File: config.mk
export PLATFORM = sky130hd
export DESIGN_NAME = benchmark_sequencer
export DESIGN_NICKNAME = d
export VERILOG_FILES = /design/src/rtl/benchmark_sequencer.sv
export SDC_FILE = /design/constraint.sdc
export NUM_CORES = 1
export LEC_CHECK = 0
export CORE_MARGIN = 2
export CORE_UTILIZATION = 55
export DETAILED_ROUTE_END_ITERATION = 12
export GPL_TIMING_DRIVEN = 0
export PLACE_DENSITY = 0.84
export SLEW_MARGIN = 20
export SYNTH_ARGS = -nofsm -noshare
export SYNTH_HDL_FRONTEND = slang
export SYNTH_SLANG_ARGS = --single-unit
File: constraint.sdc
create_clock -name clk -period 6.6 [get_ports clk]
set_input_delay 0.99 -clock clk [delete_from_list [all_inputs] [get_ports clk]]
set_output_delay 0.99 -clock clk [all_outputs]
set_load 0.005 [all_outputs]
File: src/rtl/benchmark_sequencer.sv
// benchmark_sequencer: issues NUM_OPS ops under NUM_CONDS conditions to an external unit,
// accumulates WAIT cycles per condition, flags timeouts and selects the fastest condition.
module benchmark_sequencer #(
   parameter int NUM_OPS   = 9,
   parameter int NUM_CONDS = 4,
   parameter int CNT_W     = 32,
   parameter int TIMEOUT   = 51,
   parameter int OP_W      = 4,
   parameter int CW        = 2
) (
   input  logic                         clk,
   input  logic                         reset,
   input  logic                         start,
   input  logic                         abort,
   input  logic [2*NUM_OPS-1:0]         route_map,
   output logic                         exe_valid,
   output logic [OP_W-1:0]              exe_op,
   output logic [1:0]                   exe_base,
   output logic [CW-1:0]                exe_cond,
   input  logic                         exe_done,
   output logic [NUM_CONDS*CNT_W-1:0]   cycle_counts,
   output logic [NUM_CONDS-1:0]         timeout_flags,
   output logic [CW-1:0]                winner,
   output logic                         busy,
   output logic                         done
);
   localparam int TW = $clog2(TIMEOUT) + 1;
   localparam logic [OP_W-1:0] LAST_OP   = OP_W'(NUM_OPS - 1);
   localparam logic [CW-1:0]   LAST_COND = CW'(NUM_CONDS - 1);
   localparam logic [TW-1:0]   LAST_WAIT = TW'(TIMEOUT - 1);
   typedef enum logic [2:0] {IDLE, ISSUE, WAIT, NEXT, COMPARE, DONE} state_t;
   state_t            state;
   logic [OP_W-1:0]   op, nxt_op;
   logic [CW-1:0]     cond, nxt_cond, best, cand;
   logic [TW-1:0]     wait_cnt;
   logic [CNT_W-1:0]  counts [NUM_CONDS];
   logic [1:0]        rmap [NUM_OPS];
   logic              go;
   for (genvar i = 0; i < NUM_OPS; i++) begin : g_rmap
      assign rmap[i] = route_map[2*i +: 2];
   end
   for (genvar i = 0; i < NUM_CONDS; i++) begin : g_cnt
      assign cycle_counts[i*CNT_W +: CNT_W] = counts[i];
   end
   // go: an op is issued on the next edge, either starting a run or stepping from NEXT
   always_comb begin
      go       = state == IDLE ? start : state == NEXT && !(op == LAST_OP && cond == LAST_COND);
      nxt_op   = state == NEXT && op != LAST_OP ? op + 1'b1 : '0;
      nxt_cond = state != NEXT ? '0 : op == LAST_OP ? cond + 1'b1 : cond;
   end
   always_ff @(posedge clk or posedge reset) begin
      if (reset) begin
         state         <= IDLE;
         op            <= '0;
         cond          <= '0;
         best          <= '0;
         cand          <= '0;
         wait_cnt      <= '0;
         for (int i = 0; i < NUM_CONDS; i++) counts[i] <= '0;
         timeout_flags <= '0;
         winner        <= '0;
         exe_valid     <= 1'b0;
         exe_op        <= '0;
         exe_base      <= '0;
         exe_cond      <= '0;
         busy          <= 1'b0;
         done          <= 1'b0;
      end else if (abort && state != IDLE) begin
         state     <= IDLE;
         exe_valid <= 1'b0;
         busy      <= 1'b0;
         done      <= 1'b0;
      end else begin
         exe_valid <= go;
         case (state)
            IDLE: if (start) begin
               for (int i = 0; i < NUM_CONDS; i++) counts[i] <= '0;
               timeout_flags <= '0;
            end
            ISSUE: begin
               wait_cnt <= '0;
               state    <= WAIT;
            end
            WAIT: begin
               counts[cond] <= &counts[cond] ? counts[cond] : counts[cond] + 1'b1;
               wait_cnt     <= wait_cnt + 1'b1;
               if (exe_done) state <= NEXT;
               else if (wait_cnt == LAST_WAIT) begin
                  timeout_flags[cond] <= 1'b1;
                  state               <= NEXT;
               end
            end
            NEXT: if (!go) begin
               op    <= '0;
               best  <= '0;
               cand  <= CW'(1);
               state <= COMPARE;
            end
            COMPARE: begin
               if (counts[cand] < counts[best]) best <= cand;
               if (cand == LAST_COND) begin
                  winner <= counts[cand] < counts[best] ? cand : best;
                  busy   <= 1'b0;
                  done   <= 1'b1;
                  state  <= DONE;
               end else cand <= cand + 1'b1;
            end
            DONE: if (!start) begin
               done  <= 1'b0;
               state <= IDLE;
            end
            default: state <= IDLE;
         endcase
         if (go) begin
            op       <= nxt_op;
            cond     <= nxt_cond;
            exe_op   <= nxt_op;
            exe_cond <= nxt_cond;
            exe_base <= nxt_cond == LAST_COND ? rmap[nxt_op] : 2'(nxt_cond);
            busy     <= 1'b1;
            state    <= ISSUE;
         end
      end
   end
endmodule
==> metrics.txt <==
first-pass GRT wire length=58,400 um; Die Ht=146 um; Pwr per Cell Area=224 nW/um^2; Slew Limit Headroom=33.6%; Final period util=76.3%; drt pass-1 iters=12; clock skew=0.00967 ns; Clock Path Buffers=2; asr flop ratio synth=100%; die width=146 um; port bufs=167; GRT Util Overall=35.7%; # setup viols final=0; post-synthesis sequential area ratio=37.0%; Slowest-stage cell, CP=clkbuf_1; number of flops mapped to enable cells by yosys=0; WP data required=6.97 ns; Crit Path Max Fanout=10; drt via density=6.91; vias in the first global route=10.2k; worst hold slack=0.497 ns; CORE AREA=19,600 sq um; DRT Wirelength=37,600 um; DR DRC count=1; FMAX=0.199 GHz; largest area contributor in the netlist=dfrtp_1; Top-Level Pins=168; post-place setup slack=1.81 ns; Worst EP arrival=5.40 ns; HPWL after DPL=26,600 um; clock sink count=163; diodes inserted=0; most frequent CP cell=clkbuf_1; Hold WC Path Type=flop to flop; Crit path max-delay family=buffers and inverters; hold buffers post-CTS=0; CTS tree=yes; kind of critical path=flop to flop; FP Rows=51; Syn Nets=1,081; GRT overflow=0; min Tclk post-route=5.03 ns; synthesis-stage register bit count=163; RSZ-0062 raised after global routing=no; Final nets=1,268; post_cts resized=0; unique cell type count in the Yosys netlist=72; Hold Violations, Final=0; Sum Neg Setup Slack=0 ns; Antenna Violating Nets Remaining=0; initial antenna violation count=0; Setup WS post-layout=1.57 ns; worst IR drop on VDD=0.176 mV; LEAKAGE=0.00538 uW; Top FF cell, synth=dfrtp_1; crit start category=flop; status=complete, but fails checks; First DRT Iteration DRCs=1,214; Synth Instances=1,017; Synth area leaders=dfrtp_1, mux4_2, o21ai_0, ha_1, nand2_1; Crit path largest cell delay=0.78 ns; failing checks=DRC; Initial Util=56.2%; layout cells sized above 1=12.7%; synthesis warning total=0; die footprint=21,200 sq um; top cell type's share of synthesized area=37.0%; Post-Syn Area per Cell=10.8 sq um; max-slew violations=0; Setup Fix Bufs, Post-CTS=0; crit end category=flop; Post-Syn Area=11,000 sq um; largest net degree at the start of global routing=104; CP Cell Sequence=clkbuf_1, clkbuf_1, buf_1, mux4_2, ha_1, nand4_1, or2_2, or3_1, a21oi_1, o211ai_1, nand3_1; GPL Wtd Cong=1.01; WP buf/inv=3; Area Growth Syn to Fin=23.9%; Max Cap Viol=0; H-tree Lvls=4; Worst Tran Pin Value=0.996 ns; Clock transition at path regs=0.07 ns; vias after detailed routing=10.2k; Clk Latency, worst-skew pair=0.44 ns; TritonCTS Buffers=17; Clock Root Buffer=clkbuf_16; average routed wire per standard cell=25.3 um
-- worst paths after layout --
path,endpoint,from,cells past startpoint,slack [ns]
setup / recovery,best[0],cand[1],11,1.57
hold / removal,exe_op[0],exe_op[0],1,0.50
setup reg to reg,best[0],cand[1],11,1.57
hold reg to reg,exe_op[0],exe_op[0],1,0.50
max in group asynchronous,cycle_counts[59],reset,3,4.72
min in group asynchronous,cycle_counts[69],reset,2,0.97
-- cell usage after synthesis, types with 4 or more instances --
master     count
and3_1         6
nand3_1       40
mux4_1        13
nand2_1      128
o41a_1         4
inv_1         50
xnor2_1       22
o21ai_0      108
buf_1          5
clkbuf_1      49
dfrtp_1      163
o211ai_1       6
xor2_1         6
ha_1          41
nand4_1       21
buf_6          4
nor3_1         5
o21ai_1        7
a21oi_1       30
a21o_1        13
or3_1          7
a31oi_1        7
nor2_1        36
o311ai_0       4
a22o_1        24
a22oi_1       16
a2111oi_2      4
nor2b_1        5
mux4_2        83
nand2b_1       9
mux2i_1       11
o221a_2        5
and2_1        11
and4_1         4
-- sequential cells by signal, indices dropped and copies added (netlist names) --
register	count
cycle_counts	128
wait_cnt	7
exe_op	4
op	4
timeout_flags	4
state	3
best	2
cand	2
cond	2
exe_base	2
winner	2
busy	1
done	1
exe_valid	1
-- per-layer routing --
layer	GRT usage (%)	vias up	share of wire, %
met5	0	-	0
met4	16.5	0	4.2
met3	10.7	139	13
met2	55.4	811	46
met1	46.7	5000	37
li1	-	4286	-
-- layout make-up --
class                   instances  area (sq um)
flip-flops and latches        163          4080
inverters                      50           195
fillers                      1427          5940
multi-input cells             738          6430
clock buffers                  19           443
clock inverters                13           140
well taps                     265           332
plain buffers                  66           335
repair buffers                168          1700
-- metrics by stage --
stage | cell area (sq um) | power (uW) | instances | utilization, %
6_report | 13700 | 3050 | 1482 | 69.7
5_1_grt | 13700 | 3140 | 1482 | 69.7
4_1_cts | 13600 | 3020 | 1482 | 69.7
3_5_place_dp | 13100 | 2040 | 1450 | 66.7
3_3_place_gp | 13000 | 2010 | 1449 | 66.5
2_1_floorplan | 11000 | 1700 | 1017 | -
-- cell usage in the layout (no fill, tap or decap), types with 11 or more instances in the layout --
cell and count:
clkdlybuf4s50_1 167, dfrtp_1 163, nand2_1 128, o21ai_0 108, mux4_2 83, clkbuf_1 50
inv_1 49, ha_1 41, nand3_1 40, nor2_1 36, a21oi_1 30, a22o_1 24
xnor2_1 22, nand4_1 21, clkbuf_16 17, a22oi_1 16, a21o_1 13, mux4_1 13
mux2i_1 11, and2_1 11
-- kinds of logic (layout without fill, tap and decap cells) --
kind of cell | count (synthesis) | after routing | synth area share, %
xor+xnor | 28 | 28 | 2.23
fa+ha+maj | 41 | 41 | 4.66
buf+inv | 116 | 316 | 4.75
compound gates | 261 | 261 | 16.2
flops | 163 | 163 | 37.0
mux | 110 | 110 | 21.4
simple gates | 298 | 298 | 13.7
-- where the power goes --
part	total (uW)	switching, uW	internal (uW)	leakage, uW
sequential	1090	43.4	1040	0.00226
clock	1000	458	544	0.000281
combinational	965	648	318	0.00284
total	3050	1150	1900	0.00538
(Power assumes the default switching activity.)
